`src/rtl/restoring_divider.sv`:
```
// Sequential unsigned restoring divider: one shift/subtract step per clock,
// with registered quotient/remainder/div_by_zero qualified by a done pulse.
module restoring_divider #(
    parameter int WIDTH = 4
) (
    input  logic             clk,
    input  logic             rst,
    input  logic             start,
    input  logic [WIDTH-1:0] dividend,
    input  logic [WIDTH-1:0] divisor,
    output logic [WIDTH-1:0] quotient,
    output logic [WIDTH-1:0] remainder,
    output logic             div_by_zero,
    output logic             busy,
    output logic             done
);

    localparam int CW = $clog2(WIDTH + 1);

    typedef enum logic {
        IDLE,
        RUN
    } state_t;

    state_t           state_q;
    logic [WIDTH:0]   r_q;
    logic [WIDTH-1:0] q_q;
    logic [WIDTH-1:0] m_q;
    logic [CW-1:0]    cnt_q;
    logic             dz_pend_q;
    logic [WIDTH-1:0] quotient_q;
    logic [WIDTH-1:0] remainder_q;
    logic             dbz_q;
    logic             busy_q;
    logic             done_q;

    logic [WIDTH:0]   r_sh;
    logic [WIDTH:0]   t;
    logic [WIDTH:0]   r_d;
    logic [WIDTH-1:0] q_d;

    // One restoring step: shift {R,Q} left, trial-subtract M, keep or restore.
    always_comb begin
        r_sh = (r_q << 1) | {{WIDTH{1'b0}}, q_q[WIDTH-1]};
        t    = r_sh - {1'b0, m_q};
        r_d  = t[WIDTH] ? r_sh : t;
        q_d  = {q_q[WIDTH-2:0], ~t[WIDTH]};
    end

    always_ff @(posedge clk) begin
        if (rst) begin
            state_q     <= IDLE;
            r_q         <= '0;
            q_q         <= '0;
            m_q         <= '0;
            cnt_q       <= '0;
            dz_pend_q   <= 1'b0;
            quotient_q  <= '0;
            remainder_q <= '0;
            dbz_q       <= 1'b0;
            busy_q      <= 1'b0;
            done_q      <= 1'b0;
        end else begin
            done_q    <= 1'b0;
            dz_pend_q <= 1'b0;

            // Divide-by-zero completes one edge after acceptance; the dividend
            // was parked in Q, which a new start may reload on this same edge.
            if (dz_pend_q) begin
                quotient_q  <= '1;
                remainder_q <= q_q;
                dbz_q       <= 1'b1;
                done_q      <= 1'b1;
            end

            case (state_q)
                IDLE: begin
                    if (start) begin
                        q_q <= dividend;
                        if (divisor == '0) begin
                            dz_pend_q <= 1'b1;
                        end else begin
                            m_q     <= divisor;
                            r_q     <= '0;
                            cnt_q   <= CW'(WIDTH);
                            busy_q  <= 1'b1;
                            state_q <= RUN;
                        end
                    end
                end
                RUN: begin
                    r_q   <= r_d;
                    q_q   <= q_d;
                    cnt_q <= cnt_q - CW'(1);
                    if (cnt_q == CW'(1)) begin
                        quotient_q  <= q_d;
                        remainder_q <= r_d[WIDTH-1:0];
                        dbz_q       <= 1'b0;
                        done_q      <= 1'b1;
                        busy_q      <= 1'b0;
                        state_q     <= IDLE;
                    end
                end
                default: state_q <= IDLE;
            endcase
        end
    end

    assign quotient    = quotient_q;
    assign remainder   = remainder_q;
    assign div_by_zero = dbz_q;
    assign busy        = busy_q;
    assign done        = done_q;

endmodule
```
`config.mk`:
```
export PLATFORM = sky130hd
export DESIGN_NAME = restoring_divider
export DESIGN_NICKNAME = d
export VERILOG_FILES = /design/src/rtl/restoring_divider.sv
export SDC_FILE = /design/constraint.sdc
export NUM_CORES = 1
export LEC_CHECK = 0
export CAP_MARGIN = 20
export CORE_UTILIZATION = 40
export CTS_CLUSTER_SIZE = 14
export DETAILED_ROUTE_END_ITERATION = 8
export GPL_TIMING_DRIVEN = 0
export HOLD_SLACK_MARGIN = 0.03
export PLACE_DENSITY_LB_ADDON = 0.1
export RECOVER_POWER = 25
export SLEW_MARGIN = 10
export SYNTH_ARGS = -nofsm -noshare
export SYNTH_HDL_FRONTEND = slang
export SYNTH_SLANG_ARGS = --single-unit
```
`constraint.sdc`:
```
create_clock -name clk -period 4.3 [get_ports clk]
set_input_delay 0.86 -clock clk [delete_from_list [all_inputs] [get_ports clk]]
set_output_delay 0.86 -clock clk [all_outputs]
set_load 0.005 [all_outputs]
```
### After elaboration in Yosys (flattened, before gate mapping)

Index checks and enable logic that the tools add are counted.

| storage, ports and cells | value |
|---|---|
| word-level logic and storage cells | 57 |
| output and inout bits | 11 |
| input port bits | 11 |
| register bits | 28 |

| cells by class | value |
|---|---|
| reductions and logical operators | 5 |
| bitwise operators | 5 |
| eq/ne operators | 4 |
| add/sub/neg operators | 2 |
| muxes and demuxes | 30 |

Operators with widths:

| cell | number |
|---|---|
| two-way mux 4 bit | 10 |
| case mux 4 bit (2 select lines) | 2 |
| two-way mux 1 bit | 13 |
| two-way mux 3 bit | 2 |
| case mux 3 bit (2 select lines) | 1 |
| AND reduction 3 bit | 2 |
| bitwise OR 5 x 1 -> 5 bit | 1 |
| subtractor 5 x 4 -> 5 bit | 1 |
| zero test 4 bit | 1 |
| inequality test 2 bit, second input constant | 2 |
| inverter 1 bit | 4 |
| case mux 1 bit (2 select lines) | 2 |
| equality test 3 x 1 -> 1 bit, second input constant | 1 |
| OR reduction 3 bit | 1 |
| subtractor 3 x 1 -> 3 bit, second input constant | 1 |
| inequality test 2 x 1 -> 1 bit, second input constant | 1 |
| AND reduction 2 bit | 1 |

### Longest topological paths before layout

| logic depth | value |
|---|---|
| word-level depth | 5 |
| mapped depth | 8 |
| depth with buffers taken out | 8 |

### Least setup slack after synthesis

OpenSTA, ideal clock, no wires.

| path | value |
|---|---|
| kind | flip-flop to flip-flop |
| from | register q_q[3] |
| to | register remainder_q[1] (netlist: remainder[1]) |
| required time | 4.214 ns |
| arrival | 2.162 ns |
| path slack | 2.053 ns |
| setup time | 0.086 ns |
| cell stages (with the launch flop) | 9 |
| period minus slack after synthesis | 2.247 ns |
| path through | dfxtp_1 > inv_1 > ha_1 > fa_1 > nand2b_1 > a21oi_2 > xor2_4 > mux2_2 > a211oi_1 |

| on the way | value |
|---|---|
| word-level cells in the longest chain between the ends | 5 |

Ends and longest elaborated chain:

| item | line | text |
|---|---|---|
| from (decl) | 27 | `logic [WIDTH-1:0] q_q;` |
| from (signal assigned) | 79 | `q_q <= dividend;` |
| from (signal assigned) | 93 | `q_q <= q_d;` |
| bitwise OR 5 x 1 -> 5 bit | 44 | `r_sh = (r_q << 1) \| {{WIDTH{1'b0}}, q_q[WIDTH-1]};` |
| subtractor 5 x 4 -> 5 bit | 45 | `t = r_sh - {1'b0, m_q};` |
| two-way mux 4 bit | 46 | `r_d = t[WIDTH] ? r_sh : t;` |
| two-way mux 4 bit | 95 | `if (cnt_q == CW'(1)) begin` |
| two-way mux 4 bit | 76 | `case (state_q)` |
| to (signal assigned) | 71 | `remainder_q <= q_q;` |
| to (signal assigned) | 97 | `remainder_q <= r_d[WIDTH-1:0];` |
| to (decl) | 32 | `logic [WIDTH-1:0] remainder_q;` |

No other way between the ends.
A chain may end at the register's enable or synchronous reset.

### Worst setup path after layout

| path | value |
|---|---|
| from | register q_q[3] |
| to | register remainder_q[0] (netlist: remainder[0]) |

| on the way | value |
|---|---|
| word-level cells in the longest chain between the ends | 5 |

Ends and longest elaborated chain:

| item | line |
|---|---|
| bitwise OR 5 x 1 -> 5 bit (*) | 44 |
| subtractor 5 x 4 -> 5 bit | 45 |
| two-way mux 4 bit (*) | 46 |
| two-way mux 4 bit (*) | 95 |
| two-way mux 4 bit (*) | 76 |

Every way passes the cells marked *; elsewhere a longest branch is shown, timed or not.

==> out/metrics.cfg <==
[run_status]
status=finished, final reports clean

[drt]
routedWlPerCell_um=12.88
drt-initial-drc-count=74
firstDrtPassIters=4
postRouteAntennaNets=0
routed_wl_um=2808
vias=1095
drt-vias-per-instance=5.023
drc=0

[synthesis]
synthArstFlopShare_pct=0
yosys_warnings=0
ys_types=33
ys.flop_type=dfxtp_1
syn_area_per_cell_um2=8.925
syn_area_um2=1339
synthCells=150
synth_edf_count=0
yosysSeqAreaShare_pct=41.87
synth-seq-cells=28
synth_nets=168

[placement]
portBuffers=20
hpwl_um=2179
placed_cell_area_um2=1594
gp_congestion=0.7749
dp.cells=214

[power]
p_leak_nw=0.6177
ir_worst_vdd_v=0.0002311
powerDensity_nw_per_um2=330.8

[finish]
final_cell_count_no_fill=218
diodes=0
nFillCells=339
drive_gt1_share_pct=7.471
fin_nets=193
syn_to_final_growth_pct=20.65
seq_area_um2=560.5
multi_input_area_um2=703.2
stdcell_area_um2=1615

[global_route]
grt_max_degree=16
grt.total_usage_pct=18.12
grt_pass1_wl_um=4816
gr-total-overflow=0
antenna_found_initial=0
grt_pass1_vias=1030

[clock_tree]
cts_buffer_depth=2
cts-buffers-inserted=3
cts_tree=built
ctsResizeCount=0
clk_latency_ns=0.32
cts_setup_buffers=0
numClockSinks=28
root_buffer=clkbuf_4
clk_pin_slew_ns=0.15
h-tree-depth=1
ctsHoldBuffers=0

[timing]
timing.fmax_ghz=0.3873
relSlewSlack_pct=58.72
finalHoldViolations=0
fin_worst_skew_ns=0.002836
setup_viol=0
fin_tns_setup_ns=0
slew_violations=0
tightest_slew_ns=0.6191
rsz0062_at_grt=false
period_needed_ns=2.582
timing.final.crit_share_pct=60.05

[floorplan]
fp.dieW_um=59.85
core_area_um2=3103
row_count=20
die_area_um2=3582
ioPinCount=22
fp.dieH_um=59.85
initial_core_util_pct=43.15

[setup_path]
cp_data_arrival_time_ns=2.83
cp-start-kind=register
end_kind=register
crit_required_ns=4.55
path_class=reg2reg
path_max_fanout=10

[run]
maxCapViolations=0

[worst_hold_path]
hp-class=reg2reg

routing by layer:
metal  GRT usage (%)  vias to the layer above  part of all wire, %  wire, um
li1                -                      561                    -         -
met1           24.07                      516                   48      1356
met2           29.52                       16                   48      1343
met3           4.113                        2                  3.2        89
met4           4.651                        0                 0.68        19
met5               0                        -                    0         0
layout make-up:
cell class | instances | area share [%]
Multi-Input combinational cell | 107 | 43.53
Sequential cell | 28 | 34.70
Timing Repair Buffer | 20 | 12.39
Tap cell | 44 | 3.408
Clock buffer | 4 | 2.246
Buffer | 8 | 2.091
Inverter | 7 | 1.627
per-stage QoR:
step | setup WS (ns) | util [%] | hold WS [ns] | power (mW)
after floorplan | 2.053 | - | 0.4363 | 0.3761
after global placement | 1.796 | 51.37 | 0.4499 | 0.4130
after detailed placement | 1.756 | 51.37 | 0.4561 | 0.4159
after CTS | 1.699 | 52.54 | 0.4755 | 0.5434
after global routing | 1.584 | 52.06 | 0.5088 | 0.5658
final | 1.718 | 52.06 | 0.4704 | 0.5344
worst max-delay path, stage by stage (launching register included):
cell and delay [ns]:
dfxtp_1 0.43, inv_1 0.08, ha_1 0.23, fa_1 0.41, nand2b_1 0.17, a21oi_2 0.23
xor2_4 0.32, mux2_2 0.39, a211oi_1 0.25
cell usage in the layout, fill, tap and decap left out, types with 5 or more instances in the layout:
| cell | count |
|---|---|
| dfxtp_1 | 28 |
| nor2_1 | 23 |
| clkdlybuf4s50_1 | 15 |
| nor3_1 | 11 |
| nand2_1 | 10 |
| a21oi_1 | 10 |
| inv_1 | 7 |
| a211oi_1 | 7 |
| mux2i_1 | 6 |
| nor2b_1 | 6 |
| ha_1 | 6 |
| clkbuf_1 | 5 |
| dlygate4sd3_1 | 5 |
state kept, by name (all words and copies together), names as in the netlist:
signal,count
quotient,4
busy,1
state_q,1
cnt_q,3
r_q,4
dz_pend_q,1
done,1
q_q,4
div_by_zero,1
remainder,4
m_q,4
power by group:
group,internal [mW],switching [mW],total [mW]
Combinational,0.0560,0.0621,0.118
Clock,0.0518,0.0763,0.128
Sequential,0.275,0.0129,0.288
Total,0.383,0.151,0.534
kinds of logic after synthesis:
logic type                 after synthesis  synth area share, %
adders and majority gates                7                7.103
muxes                                    8                6.168
AOI/OAI and AO/OA                       28                14.95
DFF                                     28                41.87
xor gates and xnor gates                 3                3.365
buffers and inverters                   15                4.486
and+or+nand+nor                         61                22.06
cells in the mapped netlist (2+ instances only):
| cell type | n | area [um2] |
|---|---|---|
| ha_1 | 6 | 75.07 |
| nor2_1 | 23 | 86.33 |
| clkbuf_1 | 5 | 18.77 |
| mux2i_1 | 6 | 60.06 |
| nand3b_1 | 3 | 22.52 |
| nand2b_1 | 3 | 18.77 |
| dfxtp_1 | 28 | 560.5 |
| o21ai_0 | 2 | 10.01 |
| nand2_1 | 10 | 37.54 |
| nor3_1 | 11 | 55.05 |
| a211oi_1 | 7 | 52.55 |
| a311oi_1 | 2 | 17.52 |
| mux2_2 | 2 | 22.52 |
| nor2b_1 | 6 | 37.54 |
| inv_1 | 7 | 26.28 |
| buf_2 | 3 | 15.01 |
| a21oi_1 | 9 | 45.04 |
| a22oi_1 | 2 | 15.01 |
path summary, 6_finish.rpt:
path | startpoint | end | slack (ns) | cells after the start
max | q_q[3] | remainder[0] | 1.72 | 8
min reg2reg | m_q[3] | m_q[3] | 0.47 | 2
min | m_q[3] | m_q[3] | 0.47 | 2
max reg2reg | q_q[3] | remainder[0] | 1.72 | 8
No activity file was read; power rests on OpenSTA's default activity.
